==> src/rtl/bram_frame_loader.sv <==
// bram_frame_loader: buffers one frame of samples, bursts it into the
// beamformer BRAM, then sequences the start pulse and playback window.
module bram_frame_loader #(
   parameter int DATA_W    = 4,
   parameter int DEPTH     = 8,
   parameter int GAP       = 40,
   parameter int START_LEN = 4,
   parameter int PLAY_LEN  = 16
) (
   input  logic              clock,
   input  logic              rst,
   input  logic              in_valid,
   input  logic [DATA_W-1:0] in_data,
   output logic              in_ready,
   input  logic              abort,
   output logic              bram_load,
   output logic              bram_start,
   output logic [DATA_W-1:0] bram_data,
   output logic              busy,
   output logic              frame_done,
   output logic [7:0]        frame_count
);

   localparam int CW = $clog2(DEPTH + 1);
   localparam int IW = $clog2(DEPTH);
   localparam int T1 = (GAP > START_LEN) ? GAP : START_LEN;
   localparam int TMAX = (T1 > PLAY_LEN) ? T1 : PLAY_LEN;
   localparam int TW = (TMAX > 1) ? $clog2(TMAX) : 1;

   localparam logic [CW-1:0] WR_LAST = CW'(DEPTH - 1);
   localparam logic [CW-1:0] RD_END  = CW'(DEPTH);
   localparam logic [TW-1:0] GAP_END   = TW'(GAP - 1);
   localparam logic [TW-1:0] START_END = TW'(START_LEN - 1);
   localparam logic [TW-1:0] PLAY_END  = TW'(PLAY_LEN - 1);

   localparam logic [2:0] S_FILL  = 3'd0;
   localparam logic [2:0] S_LOAD  = 3'd1;
   localparam logic [2:0] S_WAIT  = 3'd2;
   localparam logic [2:0] S_START = 3'd3;
   localparam logic [2:0] S_PLAY  = 3'd4;

   logic [2:0]        state, state_n;
   logic [CW-1:0]     wr_cnt, wr_n;
   logic [CW-1:0]     rd_idx, rd_n;
   logic [TW-1:0]     timer, tm_n;
   logic              ready_n, load_n, start_n, done_n, busy_n;
   logic [DATA_W-1:0] data_n;
   logic [7:0]        count_n;
   logic              wr_en;
   logic [DATA_W-1:0] mem [DEPTH];

   always_comb begin
      state_n = state;
      wr_n    = wr_cnt;
      rd_n    = rd_idx;
      tm_n    = timer;
      ready_n = 1'b0;
      load_n  = 1'b0;
      start_n = 1'b0;
      done_n  = 1'b0;
      data_n  = '0;
      count_n = frame_count;
      wr_en   = 1'b0;
      if (abort) begin
         // abort wins over any handshake on the same edge
         state_n = S_FILL;
         wr_n    = '0;
         rd_n    = '0;
         tm_n    = '0;
         ready_n = 1'b1;
      end else begin
         unique case (state)
            S_FILL: begin
               ready_n = 1'b1;
               if (in_valid && in_ready) begin
                  wr_en = 1'b1;
                  wr_n  = wr_cnt + 1'b1;
                  if (wr_cnt == WR_LAST) begin
                     state_n = S_LOAD;
                     ready_n = 1'b0;
                     load_n  = 1'b1;
                     data_n  = mem[0];
                     rd_n    = CW'(1);
                  end
               end
            end
            S_LOAD: begin
               if (rd_idx == RD_END) begin
                  state_n = S_WAIT;
                  tm_n    = '0;
               end else begin
                  load_n = 1'b1;
                  data_n = mem[rd_idx[IW-1:0]];
                  rd_n   = rd_idx + 1'b1;
               end
            end
            S_WAIT: begin
               if (timer == GAP_END) begin
                  state_n = S_START;
                  start_n = 1'b1;
                  tm_n    = '0;
               end else begin
                  tm_n = timer + 1'b1;
               end
            end
            S_START: begin
               if (timer == START_END) begin
                  state_n = S_PLAY;
                  tm_n    = '0;
               end else begin
                  start_n = 1'b1;
                  tm_n    = timer + 1'b1;
               end
            end
            S_PLAY: begin
               if (timer == PLAY_END) begin
                  state_n = S_FILL;
                  done_n  = 1'b1;
                  count_n = frame_count + 1'b1;
                  ready_n = 1'b1;
                  wr_n    = '0;
                  rd_n    = '0;
                  tm_n    = '0;
               end else begin
                  tm_n = timer + 1'b1;
               end
            end
            default: begin
               state_n = S_FILL;
               wr_n    = '0;
               rd_n    = '0;
               tm_n    = '0;
            end
         endcase
      end
      busy_n = (state_n != S_FILL);
   end

   always_ff @(posedge clock) begin
      if (!rst) begin
         state       <= S_FILL;
         wr_cnt      <= '0;
         rd_idx      <= '0;
         timer       <= '0;
         in_ready    <= 1'b0;
         bram_load   <= 1'b0;
         bram_start  <= 1'b0;
         bram_data   <= '0;
         busy        <= 1'b0;
         frame_done  <= 1'b0;
         frame_count <= '0;
      end else begin
         state       <= state_n;
         wr_cnt      <= wr_n;
         rd_idx      <= rd_n;
         timer       <= tm_n;
         in_ready    <= ready_n;
         bram_load   <= load_n;
         bram_start  <= start_n;
         bram_data   <= data_n;
         busy        <= busy_n;
         frame_done  <= done_n;
         frame_count <= count_n;
      end
   end

   // sample store needs no reset; contents past wr_cnt are never read
   always_ff @(posedge clock) begin
      if (rst && wr_en)
         mem[wr_cnt[IW-1:0]] <= in_data;
   end

endmodule

==> config.mk <==
export PLATFORM = sky130hd
export DESIGN_NAME = bram_frame_loader
export DESIGN_NICKNAME = d
export VERILOG_FILES = /design/src/rtl/bram_frame_loader.sv
export SDC_FILE = /design/constraint.sdc
export NUM_CORES = 1
export LEC_CHECK = 0
export CAP_MARGIN = 25
export CORE_ASPECT_RATIO = 0.6
export CORE_MARGIN = 4
export CORE_UTILIZATION = 61
export DETAILED_ROUTE_END_ITERATION = 8
export PLACE_DENSITY = 0.89
export SLEW_MARGIN = 30
export SYNTH_ARGS = -nofsm -noshare
export SYNTH_HDL_FRONTEND = slang
export SYNTH_SLANG_ARGS = --single-unit
export TNS_END_PERCENT = 5
==> constraint.sdc <==
create_clock -name clock -period 3.35 [get_ports clock]
set_input_delay 0.335 -clock clock [delete_from_list [all_inputs] [get_ports clock]]
set_output_delay 0.335 -clock clock [all_outputs]
set_load 0.1 [all_outputs]
==> impl_results.md, run 1 <==
- Post-CTS setup buffer count: 0
- Layout area overhead: 15.3%
- Syn nets: roughly 270
- Root Driver: clkbuf_8
- Routability Congestion: 0.957
- Pwr dens: ~460 nW/um^2
- Share of layout cells above drive strength 1: 11.4%
- Top_reg_cell synth: dfxtp_1
- GR Util met3: 7.36%
- Via count: about 2200
- Clk buf depth: 2
- Status: completed
- Chip Width: a little under 100 um
- Met1 Use GR: roughly 36%
- Setup WS pre-CTS: about 0.65 ns
- HP Class: reg -> reg
- First-pass GRT wire length: around 11000 um
- Crit start category: primary input
- Post-route ant nets: 0
- Layout Nets: 298
- Seq cells post-synth: between 60 and 70
- Grt met2 use: between 30% and 40%
- Asr flop ratio synth: 0%
- Number of synthesized flops with an enable pin: 32
- Total wire length: between 6000 and 7000 um
- Static Leak: about 1.2 nW
- Mapped cell area: 3010 sq um
- Final min period: approximately 2.5 ns
- CP max-delay cell: nor2b_1
- Maximum vdd drop: just over 0.0003 V
- Final setup vio count: 0
- Crit-path max FO: 12
- Clock Latency Late Sink: roughly 0.34 ns
- DRT Pass-1 Iters: 6
- Placed insts: between 300 and 400
- Reg area: around 1700 sq um
- WL/cell: roughly 19 um
- Diode count: 0
- Least-Margin Pin Slew: slightly above 1 ns
- Power Total: 1.58 mW
- Footprint of the multi-input gates: around 1200 sq um
- WHS: about 0.5 ns
- Filler instances: about 300
- Delay of the slowest critical-path stage: about 0.49 ns
- Post-layout util: between 70 and 80%
- RSZ-0062 raised after global routing: false
- Initial DRC count: between 200 and 250
- Max-slew violations: 0
- Gr busiest metal: met1
- Hold-fix buffers, CTS: 0
- Worst Slack Setup Final: approximately 0.87 ns
- Setup TNS: 0 ns
- Vias/cell: 6.13
- Mapped Cells: approximately 260
- WP data arrival: about 2.5 ns
- Initial antenna violation count: 0
- Period utilization: 74.1%
- Peak Freq: 403 MHz
- Critical path class: in -> reg
- CTS clk-pin slew, worst paths: roughly 0.07 ns
- Critical Path RT: 3.33 ns
- CTS tree: done
- Port Buf Inserts: 24
- Vias in the first global route: 2000
- CTS H-Tree Depth: 3
- Dpl cell area: ~3300 sq um
- Post-synthesis sequential area ratio: roughly 57%
- CTS sink cnt: just under 70
- GRT Util Overall: about a quarter
- Skew final: between 0.009 and 0.01 ns
- Die H: 62.4 um
- Largest net degree at the start of global routing: 14
- Synth warn: 0
- Worst path cell trace: clkdlybuf4s50_1, buf_4, nor2b_1, nand2_1, or3_1, nor3_1
- Hpwl dp: between 4000 and 5000 um
- GRT Residual Overflow: 0
- Initial core utilization: approximately 65%
- I/O Pins: 25
- Synth Area per Inst: 11.6 sq um
- DRC viols: 0
- Core Area: around 4700 sq um
- Max cap viols: 0
- CP Capture Type: flop
- Die area: 6160 sq um
- Fin area: 3470 sq um
- Post-synthesis cell type count: 55
- CTS Buf Count: 9
- Row cnt: 19
- Max_slew headroom: between 30% and 40%
- Final hold violation count: 0
- CTS resizes: 0
- Final Non-Filler Cells: between 300 and 400
-- sequential cells by signal (all words and copies together) (netlist names), named ones only --
| register | flops |
|---|---|
| bram_data | 4 |
| bram_load | 1 |
| bram_start | 1 |
| busy | 1 |
| frame_count | 8 |
| frame_done | 1 |
| in_ready | 1 |
| mem | 32 |
| rd_idx | 4 |
| state | 3 |
| timer | 6 |
| wr_cnt | 4 |
-- critical path: cells and delay by family --
family | cells | cell delay (ns)
and+or+nand+nor | 4 | 1.53
buffers and inverters | 2 | 0.60
-- cells in the mapped netlist, types with 3 or more instances --
| library cell | n | area [sq um] |
|---|---|---|
| a21oi_1 | 14 | 70.1 |
| a31oi_1 | 3 | 18.8 |
| and2_1 | 9 | 56.3 |
| clkbuf_1 | 6 | 22.5 |
| dfxtp_1 | 37 | 741 |
| edfxtp_1 | 32 | 961 |
| ha_1 | 5 | 62.6 |
| inv_1 | 9 | 33.8 |
| mux2i_1 | 7 | 70.1 |
| mux4_2 | 8 | 180 |
| nand2_1 | 20 | 75.1 |
| nand2b_1 | 4 | 25.0 |
| nand3_1 | 9 | 45.0 |
| nand4_1 | 4 | 25.0 |
| nor2_1 | 28 | 105 |
| nor3_1 | 5 | 25.0 |
| o21ai_0 | 4 | 20.0 |
| or3_1 | 4 | 25.0 |
| xnor2_1 | 6 | 52.6 |
-- layout by cell type, fill, tap and decap left out, types with 3 or more instances in the layout --
cell type	Yosys	final
mux4_2	8	8
nand2b_1	4	4
mux2i_1	7	7
edfxtp_1	32	32
inv_1	9	9
clkbuf_8	0	10
clkdlybuf4s50_1	0	24
dfxtp_1	37	37
xnor2_1	6	6
and2_1	9	9
nand4_1	4	4
o21ai_0	4	4
or3_1	4	4
nand2_1	20	20
nor2_1	28	28
a31oi_1	3	3
ha_1	5	5
a21oi_1	14	14
nand3_1	9	9
nor3_1	5	5
-- cells by family (layout without fill, tap and decap cells) --
group	count (synthesis)	count (layout)	synth area share (%)
compound gates	38	38	8.69
xor+xnor	8	8	2.33
fa+ha+maj	5	5	2.08
buf+inv	20	51	3.16
flops	69	69	56.5
mux	16	16	8.69
simple gates	103	103	18.5
-- per-layer routing --
| layer | part of all wire [%] | wire (um) |
|---|---|---|
| met2 | 43 | 2820 |
| met3 | 12 | 783 |
| met4 | 1.1 | 71 |
| met1 | 44 | 2920 |
| met5 | 0 | 0 |
-- power breakdown --
part,internal [mW],leakage (nW),switching (mW)
Clock,0.362,0.0964,0.297
Combinational,0.0145,0.477,0.0257
Sequential,0.882,0.586,0.00205
Total,1.26,1.16,0.325
-- worst paths after layout --
kind / endpoint / slack [ns] / start / cells past startpoint
hold reg to reg: wr_cnt[3] / 0.49 / wr_cnt[3] / 2
setup / recovery: mem[0][3] / 0.87 / rst / 6
hold / removal: wr_cnt[3] / 0.49 / wr_cnt[3] / 2
setup reg to reg: mem[0][3] / 1.02 / state[2] / 4
-- final cells by class --
cell class              instances  area share, %
flip-flops and latches         69           49.0
multi-input cells             170           34.9
repair buffers                 25           7.14
clock buffers                  12           4.18
well taps                      63           2.27
clock inverters                 4           1.37
inverters                      10           1.08
Power figures use the tool's default switching activity.
==> run 2: changes to the inputs <==
Settings changed: CORE_UTILIZATION 61 to 57, PLACE_DENSITY 0.89 to 0.85.
Clock period 3.35 ns to 2.5 ns, I/O delays scaled along.
==> impl_results.md, run 2 (synthesized netlist as in run 1, its figures left out) <==
- Initial core utilization: 59.2% (was 64.6%)
- Status: completed (unchanged)
- Die area: 6540 sq um (was 6160 sq um)
- Core Area: 5080 sq um (was 4660 sq um)
- Post-CTS setup buffer count: 0 (unchanged)
- Max_slew headroom: 61.0% (was 31.8%)
- Hold-fix buffers, CTS: 0 (unchanged)
- Pwr dens: 632 nW/um^2 (was 456 nW/um^2)
- Top Metal Used: met4 (unchanged)
- CTS clk-pin slew, worst paths: 0.07 ns (about the same)
- Maximum vdd drop: 0.000285 V (was 0.000309 V)
- Skew final: 0.00712 ns (was 0.00938 ns)
- Clk buf depth: 2 (unchanged)
- DRT Pass-1 Iters: 5 (was 6)
- CTS Buf Count: 9 (unchanged)
- I/O Pins: 25 (unchanged)
- Filler instances: 357 (was 304)
- Final setup vio count: 0 (unchanged)
- HP Class: reg -> reg (unchanged)
- Final hold violation count: 0 (unchanged)
- CTS H-Tree Depth: 3 (unchanged)
- Routed length on met2: 2580 um (was 2820 um)
- Worst Slack Setup Final: 0.406 ns (was 0.867 ns)
- Commonest non-fill, non-tap cell in the layout: dfxtp_1 (unchanged)
- CTS tree: done (unchanged)
- Setup TNS: 0 ns (unchanged)
- Initial antenna violation count: 0 (unchanged)
- Share of layout cells above drive strength 1: 19.8% (was 11.4%)
- Vias in the first global route: 1988 (was 2000)
- Routability Congestion: 0.837 (was 0.957)
- Dpl cell area: 3300 sq um (was 3280 sq um)
- WL/cell: 16.8 um (was 18.7 um)
- Layout area overhead: 17.2% (was 15.3%)
- Row cnt: 20 (was 19)
- Largest net degree at the start of global routing: 13 (was 14)
- Critical path class: reg -> reg (was in -> reg)
- RSZ-0062 raised after global routing: false (unchanged)
- Crit-path max FO: 5 (was 12)
- GRT Util Overall: 20.4% (was 23.3%)
- Clock Latency Late Sink: 0.34 ns (about the same)
- Most frequent cells in the layout: 37 x dfxtp_1, 32 x edfxtp_1, 28 x nor2_1, 26 x buf_4, 20 x nand2_1 (was 37 x dfxtp_1, 32 x edfxtp_1, 28 x nor2_1, 24 x clkdlybuf4s50_1, 20 x nand2_1)
- WHS: 0.488 ns (was 0.487 ns)
- Final Non-Filler Cells: 364 (was 353)
- Diode count: 0 (unchanged)
- Critical Path RT: 2.49 ns (was 3.33 ns)
- Chip Width: 102 um (was 98.7 um)
- Period utilization: between 80% and 90%
- CTS resizes: 0 (unchanged)
- Fin area: 3530 sq um (was 3470 sq um)
- WP data arrival: 2.08 ns (was 2.47 ns)
- First-pass GRT wire length: 9980 um (was 10900 um)
- Static Leak: 1.26 nW (was 1.16 nW)
- Post-route ant nets: 0 (unchanged)
- Placed insts: 348 (was 337)
- Power Total: 2.23 mW (was 1.58 mW)
- CP Capture Type: flop (unchanged)
- Hpwl dp: 4450 um (was 4630 um)
- Initial DRC count: 221 (was 226)
- DRC viols: 0 (unchanged)
- Footprint of the multi-input gates: 1210 sq um (unchanged)
- Crit start category: flop (was primary input)
- DRT met1 WL: 2950 um (was 2920 um)
- Met3 routed WL: 477 um (was 783 um)
- Least-Margin Pin Slew: 0.580 ns (was 1.02 ns)
- Total wire length: 6120 um (was 6600 um)
- Final min period: approximately 2.1 ns
- Max-slew violations: 0 (unchanged)
- Largest register FFs: 32 (unchanged)
- Port Buf Inserts: 24 (unchanged)
- Max cap viols: 0 (unchanged)
- Layout Nets: 306 (was 298)
- Setup WS pre-CTS: 0.337 ns (was 0.647 ns)
- Via count: 2105 (was 2165)
- GRT Residual Overflow: 0 (unchanged)
- Reg area: 1700 sq um (unchanged)
- CTS sink cnt: 69 (unchanged)
- Peak Freq: ~480 MHz
- Die H: 64.3 um (was 62.4 um)
- Post-layout util: 69.4% (was 74.5%)
- Vias/cell: 5.78 (was 6.13)
- Root Driver: clkbuf_8 (unchanged)
==> run 2: report_power, final <==
group          internal, mW  switching (mW)
combinational        0.0218          0.0343
clock                 0.583           0.407
sequential             1.18         0.00237
total                  1.79           0.443
==> run 2: layer usage <==
metal | global-route usage, % | up-vias
met5 | 0 | -
met4 | 8.96 | 0
met3 | 5.23 | 12
met2 | 27.7 | 95
met1 | 30.3 | 983
li1 | - | 1015
==> run 2: worst paths after layout <==
kind | from | cells after the start | endpoint | slack [ns]
setup / recovery | state[2] | 4 | mem[2][0] | 0.41
setup reg to reg | state[2] | 4 | mem[2][0] | 0.41
hold / removal | wr_cnt[3] | 2 | wr_cnt[3] | 0.49
hold reg to reg | wr_cnt[3] | 2 | wr_cnt[3] | 0.49
==> run 2: critical path, stage by stage (launching register included) <==
cell and delay, ns:
dfxtp_1 0.35, nor3_1 0.50, nand2_1 0.12, or3_1 0.40, nor2_1 0.37
==> run 2: final cells by class <==
cell class / count / area share, %
inverters: 10 / 1.06
multi-input cells: 170 / 34.4
well taps: 66 / 2.34
repair buffers: 33 / 7.52
clock buffers: 12 / 5.04
flip-flops and latches: 69 / 48.2
clock inverters: 4 / 1.42
==> run 3: changes to the inputs <==
Settings changed: CORE_UTILIZATION 57 to 51, PLACE_DENSITY 0.85 to 0.8.
Clock period 2.5 ns to 1.8 ns, I/O delays scaled along.
==> impl_results.md, run 3 (synthesized netlist as in run 1, its figures left out) <==
- Commonest non-fill, non-tap cell in the layout: buf_4 (was dfxtp_1)
- Largest net degree at the start of global routing: 12 (was 13)
- Chip Width: 107 um (was 102 um)
- Initial DRC count: 223 (was 221)
- Vias in the first global route: 2121 (was 1988)
- HP Class: reg -> reg (unchanged)
- Layout area overhead: 24.4% (was 17.2%)
- WP data arrival: 1.95 ns (was 2.08 ns)
- Skew final: 0.00920 ns (was 0.00712 ns)
- Port Buf Inserts: 24 (unchanged)
- WL/cell: 16.4 um (was 16.8 um)
- Post-layout util: 66.3% (was 69.4%)
- Static Leak: 1.37 nW (was 1.26 nW)
- Initial antenna violation count: 0 (unchanged)
- Die H: 67.5 um (was 64.3 um)
- DRT Pass-1 Iters: 7 (was 5)
- GRT Util Overall: 20.2% (was 20.4%)
- Clock Latency Late Sink: 0.35 ns (was 0.34 ns)
- First-pass GRT wire length: 10700 um (was 9980 um)
- Setup WS pre-CTS: -0.213 ns (was 0.337 ns)
- Hpwl dp: 4820 um (was 4450 um)
- Post-route ant nets: 0 (unchanged)
- Peak Freq: 581 MHz (was 478 MHz)
- Worst Slack Setup Final: 0.0783 ns (was 0.406 ns)
- Period utilization: 95.7% (was 83.8%)
- Comb pwr share: 3.0% (was 2.5%)
- Pwr dens: 759 nW/um^2 (was 632 nW/um^2)
- I/O Pins: 25 (unchanged)
- Via count: 2277 (was 2105)
- Clk buf depth: 2 (unchanged)
- Final Non-Filler Cells: 406 (was 364)
- Status: completed (unchanged)
- Worst min-delay path startpoint: wr_cnt[3] (unchanged)
- Die area: 7230 sq um (was 6540 sq um)
- Power Total: 2.84 mW (was 2.23 mW)
- Hold-fix buffers, CTS: 0 (unchanged)
- CTS Buf Count: 9 (unchanged)
- CTS sink cnt: 69 (unchanged)
- Crit start category: flop (unchanged)
- Total wire length: 6640 um (was 6120 um)
- Root Driver: clkbuf_8 (unchanged)
- Worst reg-to-reg setup slack: 0.08 ns (was 0.41 ns)
- Net switching power: 0.587 mW (was 0.443 mW)
- Diode count: 0 (unchanged)
- Share of layout cells above drive strength 1: 29.4% (was 19.8%)
- Critical path class: reg -> reg (unchanged)
- Core Area: 5650 sq um (was 5080 sq um)
- Placed insts: 390 (was 348)
- Switch share: 20.6% (was 19.9%)
- Setup TNS: 0 ns (unchanged)
- Layout Nets: 334 (was 306)
- Reg power frac: 57.9% (was 53.1%)
- Internal power: 2.26 mW (was 1.79 mW)
- Most frequent cells in the layout: 54 x buf_4, 32 x edfxtp_1, 29 x dfxtp_1, 28 x nor2_1, 20 x nand2_1 (was 37 x dfxtp_1, 32 x edfxtp_1, 28 x nor2_1, 26 x buf_4, 20 x nand2_1)
- Least-Margin Pin Slew: 0.372 ns (was 0.580 ns)
- Reg-to-Reg Start: timer[1] (was state[2])
- Critical Path RT: 2.03 ns (was 2.49 ns)
- Largest register FFs: 32 (unchanged)
- RSZ-0062 raised after global routing: true (was false)
- Clock share of power: 39.1% (was 44.4%)
- Final setup vio count: 0 (unchanged)
- Final hold violation count: 0 (unchanged)
- CTS tree: done (unchanged)
- GRT Residual Overflow: 0 (unchanged)
- Max_slew headroom: 75.0% (was 61.0%)
- Post-CTS setup buffer count: 0 (unchanged)
- Routability Congestion: 0.868 (was 0.837)
- Crit-path max FO: 5 (unchanged)
- Final min period: 1.72 ns (was 2.09 ns)
- CTS clk-pin slew, worst paths: 0.07 ns (about the same)
- Row cnt: 21 (was 20)
- DRC viols: 0 (unchanged)
- Fin area: 3740 sq um (was 3530 sq um)
- Dpl cell area: 3540 sq um (was 3300 sq um)
- CP Capture Type: flop (unchanged)
- Critical Path Source: timer[1] (was state[2])
- Initial core utilization: 53.3% (was 59.2%)
- Max cap viols: 0 (unchanged)
- Vias/cell: 5.61 (was 5.78)
- Max-slew violations: 0 (unchanged)
- Maximum vdd drop: 0.000367 V (was 0.000285 V)
- CTS H-Tree Depth: 3 (unchanged)
- WHS: 0.490 ns (was 0.488 ns)
run 3: cell types whose count changed in the layout (fill, tap and decap cells not counted), sizes merged:
cell / previous run / this run
buf: 26 / 54
clkbuf: 12 / 15
clkinv: 2 / 0
bufinv: 1 / 0
run 3: worst max-delay path: stages, from the launching register on:
cell     delay, ns
dfxtp_2       0.37
ha_4          0.16
nand3_2       0.16
o21ai_2       0.28
nor2_1        0.07
o21ai_1       0.20
or3b_1        0.36
run 3: final cells by class:
| type | count | area [sq um] |
|---|---|---|
| clock buffers | 15 | 166 |
| repair buffers | 61 | 475 |
| fillers | 426 | 1900 |
| well taps | 80 | 100 |
| multi-input cells | 170 | 1240 |
| inverters | 10 | 37.5 |
| flip-flops and latches | 69 | 1710 |
| clock inverters | 1 | 6.26 |
run 3: final timing paths:
path | end | cells past startpoint
hold / removal | wr_cnt[3] | 2
setup reg to reg | busy | 6
hold reg to reg | wr_cnt[3] | 2
setup / recovery | busy | 6
run 3: timing repair:
item	4_1_cts	5_1_grt
pin swaps	1	1
resized for setup	2	7
endpoints found under the setup margin	6	41
cloned	0	0
run 3: power by group through the flow:
stage	Clock, mW	Sequential (mW)	Combinational (mW)
after floorplan	0	1.69	0.0267
after global placement	0	1.68	0.0821
after detailed placement	0	1.68	0.0841
after CTS	1.13	1.64	0.0850
after global routing	1.21	1.64	0.0925
final	1.11	1.64	0.0862
run 3: metal layers:
layer | GRT usage, % | share of wire (%) | up-vias
li1 | - | - | 1065
met1 | 29.0 | 47 | 1103
met2 | 29.6 | 43 | 96
met3 | 5.64 | 7.8 | 13
met4 | 7.02 | 1.5 | 0
met5 | 0 | 0 | -
